==> config.mk <==
export PLATFORM = sky130hd
export DESIGN_NAME = mem_arbiter
export DESIGN_NICKNAME = d
export VERILOG_FILES = /design/src/rtl/mem_arbiter.sv
export SDC_FILE = /design/constraint.sdc
export NUM_CORES = 1
export LEC_CHECK = 0
export ABC_AREA = 1
export CAP_MARGIN = 20
export CELL_PAD_IN_SITES_DETAIL_PLACEMENT = 0
export CELL_PAD_IN_SITES_GLOBAL_PLACEMENT = 1
export CORE_AREA = 3 3 142 144
export DETAILED_ROUTE_END_ITERATION = 8
export DIE_AREA = 0 0 145 147
export PLACE_DENSITY = 0.83
export SLEW_MARGIN = 20
export SYNTH_ARGS = -nofsm -noshare
export SYNTH_HDL_FRONTEND = slang
export SYNTH_SLANG_ARGS = --single-unit
==> constraint.sdc <==
create_clock -name clk -period 2.6 [get_ports clk]
set_input_delay 0.52 -clock clk [delete_from_list [all_inputs] [get_ports clk]]
set_output_delay 0.52 -clock clk [all_outputs]
set_load 0.02 [all_outputs]
==> src/rtl/mem_arbiter.sv <==
// Two-master arbiter for a single-port synchronous RAM: fixed m0 priority with
// m1 starvation relief, and bounded exclusive lock ownership for read-modify-write.
module mem_arbiter #(
    parameter int ADDR_W     = 10,
    parameter int STARVE_MAX = 8,
    parameter int LOCK_MAX   = 16
) (
    input  logic              clk,
    input  logic              rst,
    input  logic              m0_req,
    input  logic              m0_lock,
    input  logic [ADDR_W-1:0] m0_addr,
    input  logic [31:0]       m0_wdata,
    input  logic [3:0]        m0_wea,
    output logic              m0_gnt,
    output logic              m0_rvalid,
    output logic [31:0]       m0_rdata,
    input  logic              m1_req,
    input  logic              m1_lock,
    input  logic [ADDR_W-1:0] m1_addr,
    input  logic [31:0]       m1_wdata,
    input  logic [3:0]        m1_wea,
    output logic              m1_gnt,
    output logic              m1_rvalid,
    output logic [31:0]       m1_rdata,
    output logic [ADDR_W-1:0] ram_addr,
    output logic [31:0]       ram_din,
    output logic [3:0]        ram_wea,
    input  logic [31:0]       ram_dout,
    output logic              starved
);

    localparam int SW = $clog2(STARVE_MAX + 1);
    localparam int LW = $clog2(LOCK_MAX + 1);
    localparam logic [SW-1:0] STARVE_LIM = SW'(STARVE_MAX);
    localparam logic [LW-1:0] LOCK_LAST  = LW'(LOCK_MAX - 1);

    typedef enum logic [1:0] {IDLE, LOCK0, LOCK1} state_t;

    state_t            r_state;
    state_t            w_state_nxt;
    logic [SW-1:0]     r_starve_cnt;
    logic [LW-1:0]     r_lock_cnt;
    logic              r_blk0;
    logic              r_blk1;
    logic              r_rvld0_p1;
    logic              r_rvld1_p1;
    logic [31:0]       r_rdata0_p1;
    logic [31:0]       r_rdata1_p1;
    logic [ADDR_W-1:0] r_ram_addr;
    logic [31:0]       r_ram_din;

    logic w_g0;
    logic w_g1;
    logic w_arb;
    logic w_starved;
    logic w_force0;
    logic w_force1;

    assign w_starved = (r_starve_cnt == STARVE_LIM);
    assign w_force0  = (r_state == LOCK0) && m0_lock && (r_lock_cnt == LOCK_LAST);
    assign w_force1  = (r_state == LOCK1) && m1_lock && (r_lock_cnt == LOCK_LAST);

    always_comb begin
        w_state_nxt = r_state;
        w_g0        = 1'b0;
        w_g1        = 1'b0;
        w_arb       = 1'b0;
        case (r_state)
            LOCK0: begin
                if (m0_lock) begin
                    w_g0 = m0_req;
                    if (r_lock_cnt == LOCK_LAST) w_state_nxt = IDLE;
                end else begin
                    w_arb = 1'b1;
                end
            end
            LOCK1: begin
                if (m1_lock) begin
                    w_g1 = m1_req;
                    if (r_lock_cnt == LOCK_LAST) w_state_nxt = IDLE;
                end else begin
                    w_arb = 1'b1;
                end
            end
            default: w_arb = 1'b1;
        endcase
        // Lock requests right after a forced release are ignored until the lock line drops.
        if (w_arb) begin
            w_state_nxt = IDLE;
            if (m0_req && (!m1_req || !w_starved)) begin
                w_g0 = 1'b1;
                if (m0_lock && !r_blk0) w_state_nxt = LOCK0;
            end else if (m1_req) begin
                w_g1 = 1'b1;
                if (m1_lock && !r_blk1) w_state_nxt = LOCK1;
            end
        end
        if (rst) begin
            w_g0 = 1'b0;
            w_g1 = 1'b0;
        end
    end

    always_ff @(posedge clk) begin
        if (rst) begin
            r_state      <= IDLE;
            r_starve_cnt <= '0;
            r_lock_cnt   <= '0;
            r_blk0       <= 1'b0;
            r_blk1       <= 1'b0;
            r_rvld0_p1   <= 1'b0;
            r_rvld1_p1   <= 1'b0;
            r_rdata0_p1  <= '0;
            r_rdata1_p1  <= '0;
            r_ram_addr   <= '0;
            r_ram_din    <= '0;
        end else begin
            r_state <= w_state_nxt;
            if (w_state_nxt == IDLE || w_state_nxt != r_state)
                r_lock_cnt <= '0;
            else
                r_lock_cnt <= r_lock_cnt + 1'b1;
            if (m1_req && !w_g1)
                r_starve_cnt <= w_starved ? r_starve_cnt : r_starve_cnt + 1'b1;
            else
                r_starve_cnt <= '0;
            if (w_force0)     r_blk0 <= 1'b1;
            else if (!m0_lock) r_blk0 <= 1'b0;
            if (w_force1)     r_blk1 <= 1'b1;
            else if (!m1_lock) r_blk1 <= 1'b0;
            // Stage p1: RAM returns read data one cycle after the granted address.
            r_rvld0_p1 <= w_g0 && (m0_wea == 4'b0000);
            r_rvld1_p1 <= w_g1 && (m1_wea == 4'b0000);
            if (r_rvld0_p1) r_rdata0_p1 <= ram_dout;
            if (r_rvld1_p1) r_rdata1_p1 <= ram_dout;
            if (w_g0) begin
                r_ram_addr <= m0_addr;
                r_ram_din  <= m0_wdata;
            end else if (w_g1) begin
                r_ram_addr <= m1_addr;
                r_ram_din  <= m1_wdata;
            end
        end
    end

    assign m0_gnt    = w_g0;
    assign m1_gnt    = w_g1;
    assign m0_rvalid = r_rvld0_p1 && !rst;
    assign m1_rvalid = r_rvld1_p1 && !rst;
    assign m0_rdata  = rst ? 32'h0 : (r_rvld0_p1 ? ram_dout : r_rdata0_p1);
    assign m1_rdata  = rst ? 32'h0 : (r_rvld1_p1 ? ram_dout : r_rdata1_p1);
    assign starved   = w_starved && !rst;

    always_comb begin
        ram_addr = rst ? '0 : r_ram_addr;
        ram_din  = rst ? '0 : r_ram_din;
        ram_wea  = 4'b0000;
        if (w_g0) begin
            ram_addr = m0_addr;
            ram_din  = m0_wdata;
            ram_wea  = m0_wea;
        end else if (w_g1) begin
            ram_addr = m1_addr;
            ram_din  = m1_wdata;
            ram_wea  = m1_wea;
        end
    end

endmodule

Word-level counts from Yosys, hierarchy flattened
Index checks and enable logic that the tools add are counted.

Bits in registers: 121. Bits of input ports: 130.

Add/sub/neg operators: 2. Eq/ne operators: 7. Multiplexer cells: 43. Bitwise operators: 1. Reduce and logical (&&, ||, !) cells: 27.

Operator list (number): $mux 32 (9); $mux 10 (5); $mux 1 (18); $mux 2 (7); $logic_and 1x1->1 (13); $logic_not 4->1 (2); $mux 4 (2); $logic_not 1->1 (6); $add 5x1->5 const B (1); $eq 5x4->1 const B (1); $add 4x1->4 const B (1); $eq 4x4->1 const B (1); $ne 2x1->1 const B (2); $pmux 2 s2 (1); $reduce_or 2->1 (2); $eq 2x1->1 const B (1); $eq 2x2->1 const B (1); $logic_not 2->1 (1); $logic_or 1x1->1 (2); $ne 2x2->1 (1); $pmux 1 s2 (1); $reduce_bool 2->1 (1); $not 1->1 (1).

Depth between registers and ports, before layout
Gate-level depths: netlist (run 1).

Word-level depth: 11. Gate-level depth with buffers: 12. Mapped depth without buffers: 11.

Worst setup path after synthesis (run 1)
Ideal clock, no wire load.

Path kind: register to output. From: reg r_state[0]. To: out ram_din[20]. Arrival: 1.969 ns. Setup slack: 0.111 ns. Stages on the path, launching flop included: 11. Cell sequence: dfxtp_1 > inv_1 > ha_1 > inv_1 > nand3_2 > nand4_4 > nand2_4 > inv_4 > nand2_4 > clkbuf_1 > o21ai_0.

Word-level cells in the longest chain between the ends: 8.

RTL lines: from (decl) (line 40) `state_t r_state;`; from (signal assigned) (line 119) `r_state <= w_state_nxt;`; $eq 2x2->1 (line 69) `case (r_state)`; $mux 1 (line 69); $mux 1 (line 94) `end else if (m1_req) begin`; $mux 1 (line 91) `if (m0_req && (!m1_req || !w_starved)) begin`; $mux 1 (line 89) `if (w_arb) begin`; $mux 1 (line 99) `if (rst) begin`; $mux 32 (line 163) `end else if (w_g1) begin`; $mux 32 (*) (line 159) `if (w_g0) begin`; to (decl) (line 27) `output logic [31:0] ram_din,`.

Mark *: on every way between the ends. The rest lies on a longest branch, timed or not.

Final worst setup path (run 1)
From: reg r_starve_cnt[0]. To: out ram_addr[2].

Word-level cells in the longest chain between the ends: 9.

RTL lines: from (decl) (line 42) `logic [SW-1:0] r_starve_cnt;`; from (signal assigned) (line 125) `r_starve_cnt <= w_starved ? r_starve_cnt : r_starve_cnt + 1'b1;`; $eq 4x4->1 (*) (line 60) `assign w_starved = (r_starve_cnt == STARVE_LIM);`; $logic_not 1->1 (*) (line 91); $logic_or 1x1->1 (*) (line 91); $logic_and 1x1->1 (*) (line 91); $mux 1 (line 91); $mux 1 (line 89); $mux 1 (line 99); $mux 10 (line 163); $mux 10 (*) (line 159); to (decl) (line 26) `output logic [ADDR_W-1:0] ram_addr,`.

Marked as above.

==> out/summary.txt, run 1 <==
run status -> finished with violations
failing checks -> setup timing
number of vias in the routed layout -> 6,204
f_max -> 365.8 MHz
cell at the root of the clock tree -> sky130_fd_sc_hd__clkbuf_16
vertical die dimension -> 147 µm
number of nets with antenna violations after routing -> 0
H-tree lvl count -> 4
total power per unit cell area -> 550.4 nW/µm²
Setup Total Neg Slack -> -3873 ps
fin cells -> 1,360
worst slew slack as a fraction of its limit -> 0.6646
TritonCTS clock tree -> built
path type of the worst min-delay path -> reg -> reg
Sinks on Clock Net -> 121
fraction of layout cells with a size suffix above 1 -> 0.2769
Total Power -> 5.528 mW
area of the die -> 21,320 µm²
Final Slew Violations -> 0
initial antenna violation count -> 2
Final Critical Period -> 2734 ps
number of clock buffers inserted by TritonCTS -> 17
Core Box Area -> 18,830 µm²
data required time at the worst endpoint -> 2080 ps
via density per instance -> 4.562
number of nets produced by synthesis -> 897
path type of the worst setup path -> reg -> out
# Max-Cap Violations -> 0
number of storage elements in the synthesis netlist -> 121
top cell type by total area after synthesis -> sky130_fd_sc_hd__dfxtp_1
maximum fanout along the worst path -> 6
cell area after technology mapping -> 5270 µm²
number of placed instances, taps included -> 1,294
Final Cycle Share -> 1.051
Detailed Place HPWL -> 13.60 mm
Syn. warnings -> 0
total of endpoints with negative setup slack in the final report -> 43
buffers added on ports -> 244
proportion of netlist area held by the largest area contributor -> 0.4596
Seq/Total Area, Yosys -> 0.4596
Critical Path Source Type -> flip-flop
element type at the critical path end -> output port
Layout area overhead -> 90.57%
RSZ-0062 raised after global routing -> true
static leakage -> 4.830 nW
number of cell rows -> 50
commonest cells after routing, fill and taps aside -> sky130_fd_sc_hd__nor2_1 (146), sky130_fd_sc_hd__nand2_1 (137), sky130_fd_sc_hd__clkdlybuf4s50_1 (126)
maximum resistive drop on vdd -> 0.3729 mV
average cell area after synthesis -> 6.925 µm²
Setup Skew -> 9.423 ps
GRT Overall Usage -> 0.1882
Die W -> 145 µm
via count of the first global-routing pass -> 6,065
total wirelength of the detailed-routed design -> 20.71 mm
clock latency of the later-clocked register in the worst-skew pair -> 420 ps
post-layout worst setup margin -> -133.5 ps
total number of nets in the final design -> 1,221
utilization after layout -> 0.5334
number of instances in the synthesized netlist -> 761
number of hold violations in the final report -> 0
leading cell type in the layout, fill and taps excluded -> sky130_fd_sc_hd__nor2_1
cell types with the largest area share after synthesis -> sky130_fd_sc_hd__dfxtp_1 (46%), sky130_fd_sc_hd__nand2_1 (14%), sky130_fd_sc_hd__nor2_1 (10%), sky130_fd_sc_hd__o21ai_0 (9.3%), sky130_fd_sc_hd__nand3_1 (5.1%)
iteration-0 DRC count of the detailed router -> 165
number of buffers added to fix hold violations after cts -> 0
first-pass iteration count of the detailed router -> 4
transition time at the pin with the least slew margin -> 498.4 ps
number of placed I/O pins -> 245
global-route wire length before repair -> 32.21 mm
data arrival time of the critical path -> 2210 ps
CTS Buffer Depth -> 2
remaining design rule violation count -> 0
average wire per standard cell -> 15.23 µm
Starting Density -> 0.2799
Hold WS -> 446.1 ps
count of distinct cell types in the synthesized netlist -> 28
maximum number of pins on one net before global-route repair -> 43
clock transition at the registers of the reported paths -> 50 ps
grt total ovfl -> 0
global placer's final weighted congestion -> 0.8098
-- routing by layer --
layer,share of wire,wire length [µm],global-route usage
met1,0.42,8702,0.2166
met2,0.49,10080,0.3254
met3,0.077,1587,0.07033
met4,0.017,344,0.06081
met5,0,0,0
-- metrics by stage --
stage	setup slack, ps	instance area (µm²)
2_1_floorplan	111.1	5270
3_3_place_gp	-712.8	8502
3_5_place_dp	-723.1	8502
4_1_cts	-154.1	9754
5_1_grt	-291.5	10040
6_report	-133.5	10040
-- worst max-delay path: stages (launching register included) --
cell and delay [ps]:
sky130_fd_sc_hd__dfxtp_2 320, sky130_fd_sc_hd__inv_2 70, sky130_fd_sc_hd__ha_4 130, sky130_fd_sc_hd__nand4_1 150, sky130_fd_sc_hd__buf_4 190, sky130_fd_sc_hd__nand4_4 80, sky130_fd_sc_hd__nand2_4 100, sky130_fd_sc_hd__inv_6 120
sky130_fd_sc_hd__nand2_8 100, sky130_fd_sc_hd__buf_12 150, sky130_fd_sc_hd__buf_16 140, sky130_fd_sc_hd__nand2_4 70, sky130_fd_sc_hd__o21ai_4 50, sky130_fd_sc_hd__buf_6 130
-- synthesized netlist by cell type --
master                     count
sky130_fd_sc_hd__buf_2         5
sky130_fd_sc_hd__o21ai_1      52
sky130_fd_sc_hd__or3_1         1
sky130_fd_sc_hd__dfxtp_1     121
sky130_fd_sc_hd__clkbuf_2      2
sky130_fd_sc_hd__ha_1          6
sky130_fd_sc_hd__xnor2_1       1
sky130_fd_sc_hd__nor2_1      146
sky130_fd_sc_hd__inv_4         2
sky130_fd_sc_hd__o21ai_0      98
sky130_fd_sc_hd__nand4_2       1
sky130_fd_sc_hd__clkbuf_1     33
sky130_fd_sc_hd__buf_1         4
sky130_fd_sc_hd__inv_2         1
sky130_fd_sc_hd__nor3_1        5
sky130_fd_sc_hd__a21oi_1       5
sky130_fd_sc_hd__nand2_4       2
sky130_fd_sc_hd__buf_6         2
sky130_fd_sc_hd__and3_1        1
sky130_fd_sc_hd__nand3_1      54
sky130_fd_sc_hd__buf_4         3
sky130_fd_sc_hd__nand3_2       1
sky130_fd_sc_hd__nand4_4       1
sky130_fd_sc_hd__nand2_1     190
sky130_fd_sc_hd__nor4_1        1
sky130_fd_sc_hd__xor2_1        3
sky130_fd_sc_hd__inv_1        16
sky130_fd_sc_hd__nand4_1       4
-- registers in the layout (all words and copies together) (netlist names) --
signal	cells
r_blk0	1
r_blk1	1
r_lock_cnt	5
r_ram_addr	10
r_ram_din	32
r_rdata0_p1	32
r_rdata1_p1	32
r_rvld0_p1	1
r_rvld1_p1	1
r_starve_cnt	4
r_state	2
-- timing repair --
| item | CTS | global route |
|---|---|---|
| pin swaps | 51 | 27 |
| endpoints found under the hold margin | 0 | 0 |
| resized for setup | 459 | 71 |
| cloned | 13 | 3 |
| setup buffers | 16 | 2 |
| endpoints found under the setup margin | 112 | 52 |
-- final cells by class --
cell class | instances | area (µm²)
Antenna cell | 2 | 5.005
Clock buffer | 21 | 480.5
Clock inverter | 11 | 86.33
Fill cell | 1770 | 8787
Inverter | 19 | 81.33
Multi-Input combinational cell | 574 | 3039
Sequential cell | 121 | 2427
Tap cell | 260 | 325.3
Timing Repair Buffer | 352 | 3598
-- path summary, 6_finish.rpt --
kind,startpoint,endpoint,slack (ps),depth (start not counted)
setup / recovery,r_starve_cnt[0],ram_addr[2],-130,13
hold / removal,r_lock_cnt[0],r_lock_cnt[0],450,1
setup reg to reg,r_starve_cnt[0],r_ram_addr[0],610,13
hold reg to reg,r_lock_cnt[0],r_lock_cnt[0],450,1
-- kinds of logic (layout without fill, tap and decap cells) --
kind of cell	Yosys count	after routing	share of synthesized area
adder cells (fa/ha/maj)	6	6	0.01424
XOR/XNOR	4	4	0.006649
buffers and inverters	68	403	0.05603
AO/OA/AOI/OAI	155	155	0.1472
AND/OR/NAND/NOR	407	409	0.3162
other	0	2	0
flip-flops	121	121	0.4596
-- where the power goes --
part	switching (mW)	total (mW)	internal (mW)	leakage [nW]
logic	0.630	1.30	0.665	3.57
clock network	0.928	2.26	1.33	0.277
registers	0.0255	1.97	1.95	0.987
total	1.58	5.53	3.94	4.83
(Power assumes the default switching activity.)
==> inputs of run 2 (changes only) <==
CTS_CLUSTER_DIAMETER = 200   (was default)
==> results of run 2 <==
Same layout as run 1: the final DEF is identical, and so are final timing and power.
==> inputs of run 3 (changes only) <==
CTS_CLUSTER_SIZE = 10   (was default)
==> results of run 3 <==
Same layout as run 1: the final DEF is identical, and so are final timing and power.
